### src/rtl/mips_pkg.sv
// mips_pkg: shared immediate widths and extension-mode encoding for the MIPS datapath.
package mips_pkg;
    localparam int IMM_W  = 16;
    localparam int WORD_W = 32;
    typedef enum logic [1:0] {
        EXT_SIGN   = 2'd0,
        EXT_ZERO   = 2'd1,
        EXT_LUI    = 2'd2,
        EXT_BRANCH = 2'd3
    } ext_mode_t;
endpackage

### src/rtl/sign_extend_if.sv
// sign_extend_if: immediate request from the instruction register and registered extended result.
interface sign_extend_if #(
    parameter int IN_W  = mips_pkg::IMM_W,
    parameter int OUT_W = mips_pkg::WORD_W
);
    logic [IN_W-1:0]  in_data;
    logic [1:0]       ext_mode;
    logic             in_valid;
    logic [OUT_W-1:0] out_data;
    logic             out_valid;
    modport master (output in_data, ext_mode, in_valid, input out_data, out_valid);
    modport slave  (input in_data, ext_mode, in_valid, output out_data, out_valid);
endinterface

### src/rtl/sign_extend_core.sv
// sign_extend_core: combinational mode mux widening an immediate to a datapath word.
module sign_extend_core
    import mips_pkg::*;
#(
    parameter int IN_W  = IMM_W,
    parameter int OUT_W = WORD_W
) (
    input  logic [IN_W-1:0]  imm_i,
    input  logic [1:0]       mode_i,
    output logic [OUT_W-1:0] ext_o
);
    logic [OUT_W-1:0] sext;
    assign sext = {{(OUT_W-IN_W){imm_i[IN_W-1]}}, imm_i};
    // Unknown modes fall to the default arm so they behave as SIGN.
    always_comb begin
        ext_o = sext;
        case (mode_i)
            EXT_ZERO:   ext_o = {{(OUT_W-IN_W){1'b0}}, imm_i};
            EXT_LUI:    ext_o = {imm_i, {(OUT_W-IN_W){1'b0}}};
            EXT_BRANCH: ext_o = {sext[OUT_W-3:0], 2'b00};
            default:    ext_o = sext;
        endcase
    end
endmodule

### src/rtl/sign_extend.sv
// sign_extend: ID-stage immediate extension with a one-cycle registered result and valid flag.
module sign_extend
    import mips_pkg::*;
#(
    parameter int IN_W  = IMM_W,
    parameter int OUT_W = WORD_W
) (
    input logic         clk,
    input logic         rst,
    sign_extend_if.slave bus
);
    logic [OUT_W-1:0] ext, data_q, data_d;
    logic             valid_q, valid_d;

    sign_extend_core #(.IN_W(IN_W), .OUT_W(OUT_W)) u_core (
        .imm_i  (bus.in_data),
        .mode_i (bus.ext_mode),
        .ext_o  (ext)
    );

    always_comb begin
        data_d  = bus.in_valid ? ext : data_q;
        valid_d = bus.in_valid;
    end

    always_ff @(posedge clk) begin
        if (rst) begin
            data_q  <= '0;
            valid_q <= 1'b0;
        end else begin
            data_q  <= data_d;
            valid_q <= valid_d;
        end
    end

    assign bus.out_data  = data_q;
    assign bus.out_valid = valid_q;
endmodule

### src/flat_wrapper.sv
// flat-port wrapper written by rule: the top's interface ports become plain ports
module sign_extend_flat import mips_pkg::*;
#(
    parameter int IN_W  = IMM_W,
    parameter int OUT_W = WORD_W
)
  (clk, rst, bus_in_data, bus_ext_mode, bus_in_valid, bus_out_data, bus_out_valid);
  sign_extend_if #(.IN_W(IN_W), .OUT_W(OUT_W)) bus_i ();
  input logic clk;
  input logic rst;
  input wire logic [$bits(bus_i.in_data)-1:0] bus_in_data;
  input wire logic [$bits(bus_i.ext_mode)-1:0] bus_ext_mode;
  input wire logic [$bits(bus_i.in_valid)-1:0] bus_in_valid;
  output wire logic [$bits(bus_i.out_data)-1:0] bus_out_data;
  output wire logic [$bits(bus_i.out_valid)-1:0] bus_out_valid;
  assign bus_i.in_data = bus_in_data;
  assign bus_i.ext_mode = bus_ext_mode;
  assign bus_i.in_valid = bus_in_valid;
  assign bus_out_data = bus_i.out_data;
  assign bus_out_valid = bus_i.out_valid;
  sign_extend #(.IN_W(IN_W), .OUT_W(OUT_W)) u_core (.clk(clk), .rst(rst), .bus(bus_i));
endmodule
### config.mk
export PLATFORM = sky130hd
export DESIGN_NAME = sign_extend_flat
export DESIGN_NICKNAME = d
export VERILOG_FILES = /design/src/rtl/mips_pkg.sv /design/src/rtl/sign_extend_if.sv /design/src/rtl/sign_extend_core.sv /design/src/rtl/sign_extend.sv /design/src/flat_wrapper.sv
export SDC_FILE = /design/constraint.sdc
export NUM_CORES = 1
export LEC_CHECK = 0
export CAP_MARGIN = 20
export CORE_MARGIN = 4
export CORE_UTILIZATION = 38
export DETAILED_ROUTE_END_ITERATION = 7
export PLACE_DENSITY = 0.72
export SETUP_SLACK_MARGIN = 0.3
export SLEW_MARGIN = 20
export SYNTH_ARGS = -nofsm -noshare
export SYNTH_HDL_FRONTEND = slang
export SYNTH_SLANG_ARGS = --single-unit
### constraint.sdc
create_clock -name clk -period 1.2 [get_ports clk]
set_input_delay 0.24 -clock clk [delete_from_list [all_inputs] [get_ports clk]]
set_output_delay 0.24 -clock clk [all_outputs]
set_load 0.02 [all_outputs]
==> impl_metrics.yaml <==
detailed_routing:
  routed_via_density: 5.00
  wl_per_cell_um: 14.7
  drt_iter0_drc: 62
  drt-total-wl_mm: 4.19
  vias: 1419
  first_pass_iters: 4
  postRouteAntennaNets: 0
  drcViolationCount: 0
floorplan:
  initial_utilization: 0.401
  die_y_um: 67.8
  coreArea_um2: 3390
  row_count: 21
  die_w_um: 67.8
  pin_count: 54
  die_area_um2: 4590
cts:
  cts_tree: "done"
  clk_latency_ns: 0.33
  path_clk_slew_ns: 0.10
  clockRootBuffer: "clkbuf_4"
  cts.sinks: 33
  clock_tree.buffer_depth: 2
  htreeDepth: 2
  numCtsBuffers: 5
  holdBufCountCts: 0
global_routing:
  overflow: 0
  first_global_vias: 1414
  grt_pass1_wl_mm: 6.64
  grtUsageMet3: 0.0483
  use_met2: 0.346
  grt_usage: 0.195
  use_met1: 0.220
  grt_start_max_net_pins: 34
  antenna_found_initial: 0
  grt-busiest-layer: "met2"
logic_synthesis:
  synth_seq_area_share: 0.487
  syn_area_per_cell_um2: 8.28
  yosys_register_bits: 33
  synthAdderAreaFrac: 0
  synth_warnings: 0
  syn_nets: 185
  yosys.area.top_type_share: 0.487
  synth-compound-area-share: 0.211
  synth_mux_area_frac: 0
  synthTopCellsByArea: "dfxtp_1 49%, a211oi_1 7.7%, nand2_1 7.7%"
  synthCells: 164
  synth_cell_types: 21
  yosysTopAreaCell: "dfxtp_1"
  synth_top_family_by_area: "simple AND/OR/NAND/NOR gates"
  syn_area_um2: 1360
  yosys.area_share.simple: 0.245
  synth_xor_area_frac: 0.00645
sta:
  worst_slew_margin_rel: 0.836
  worst_slack_ns: 0.144
  setup_violations: 0
  clock_skew_ns: 0
  final_hold_viol_count: 0
  clock.fmax_ghz: 0.947
  rsz0062_at_grt: "true"
  fin_crit_sh: 0.880
  slew_violations: 0
  period_needed_ns: 1.06
  worst-slew-pin-transition_ns: 0.247
  holdWs_ns: 0.227
critical_path:
  slowest_delay_ns: 0.37
  crit_required_ns: 0.96
  cp-end-kind: "output pin"
  cp_top_family: "flip-flops"
  worstPathArrival_ns: 0.82
  worstPathMaxFanout: 2
  slowest_stage: "dfxtp_2"
  worstSetupPathType: "register to output pin"
  path_buf_inv: 1
  worstPathCellList: "buf_6"
  startpoint_type: "register"
placed_design:
  dp_slack_ns: -0.594
  dp_hpwl_mm: 2.82
  gp_congestion: 0.783
  place.port_buffers: 53
  place_inst: 264
status:
  status: "finished, final reports clean"
run:
  maxCapViolations: 0
power:
  ir_drop_v: 0.000773
  leakage_nw: 0.963
  finalPower_mw: 2.71
  p_per_area_nw_per_um2: 1190
layout:
  diodes: 0
  n_fill_cell: 281
  fin_nets: 258
  area_growth_pct: 67.6
  drive_above_1_share: 0.450
  fin_cells: 284
hold_path:
  worstHoldPathType: "input port to register"
-- metrics by stage --
stage               setup TNS, ns   util  area, um2
finish                          0  0.671       2280
global route                    0  0.671       2280
CTS                             0  0.665       2250
detailed placement         -13.84  0.592       2010
global placement           -12.54  0.592       2010
floorplan                       0      -       1430
-- registers in the layout, summed over array words and instances, names as in the netlist --
register              cells
u_core.bus.out_data      32
u_core.bus.out_valid      1
-- final timing paths --
check                       endpoint  cells past startpoint               startpoint  slack [ns]
min reg2reg  u_core.bus.out_data[15]                      2  u_core.bus.out_data[15]        0.50
max reg2reg  u_core.bus.out_data[27]                      3  u_core.bus.out_data[27]        0.41
max                 bus_out_data[28]                      1  u_core.bus.out_data[28]        0.14
min          u_core.bus.out_data[30]                      3          bus_in_data[14]        0.23
-- final cells by class --
class	count	area, um2	share of cell area
clock buffer	7	55.1	0.0242
tap	46	57.6	0.0253
timing repair buffer	77	767	0.337
sequential	33	702	0.308
multi-input combinational	120	664	0.292
clock inverter	1	30.0	0.0132
-- cells by family (layout without fill, tap and decap cells) --
| family | count (synthesis) | in the layout |
|---|---|---|
| simple gates | 71 | 72 |
| xor+xnor | 1 | 1 |
| flops | 33 | 33 |
| buf+inv | 12 | 85 |
| compound gates | 47 | 47 |
-- cells in the final DEF, fill, tap and decap left out, types with 3 or more instances in the layout --
cell and count:
clkbuf_4 5, dfxtp_2 33, nor2b_1 16, dlygate4sd2_1 3
buf_6 34, a21oi_1 16, nor2_1 18, nand2b_1 3
buf_4 21, o21ai_1 12, nand2_1 28, nand3_1 3
clkdlybuf4s50_1 12, a211oi_1 12
-- cell usage after synthesis (all sizes together) --
master	n
nand3	3
and4b	1
and2b	1
a21oi	16
clkbuf	4
dfxtp	33
a211oi	14
nand2	28
a21boi	1
xnor2	1
a311oi	2
buf	8
nor2b	17
nor2	18
nand2b	3
a21o	1
o21ai	13
-- routing by layer --
| metal | vias to the layer above | part of all wire | routed length, um |
|---|---|---|---|
| li1 | 702 | - | - |
| met1 | 669 | 0.39 | 1650 |
| met2 | 40 | 0.53 | 2240 |
| met3 | 8 | 0.054 | 228 |
| met4 | 0 | 0.017 | 72 |
| met5 | - | 0 | 0 |
-- where the power goes --
part           internal [mW]  switching [mW]  total [mW]
clock                  0.497           0.375       0.873
combinational          0.319           0.289       0.608
sequential              1.18          0.0507        1.23
-- timing repair --
item                       in CTS  in global routing
pin swaps                       3                  2
resized for setup             245                 10
buffers inserted                9                  2
cloned                          1                  0
setup endpoints to repair      66                 54
No activity file was read; power rests on OpenSTA's default activity.
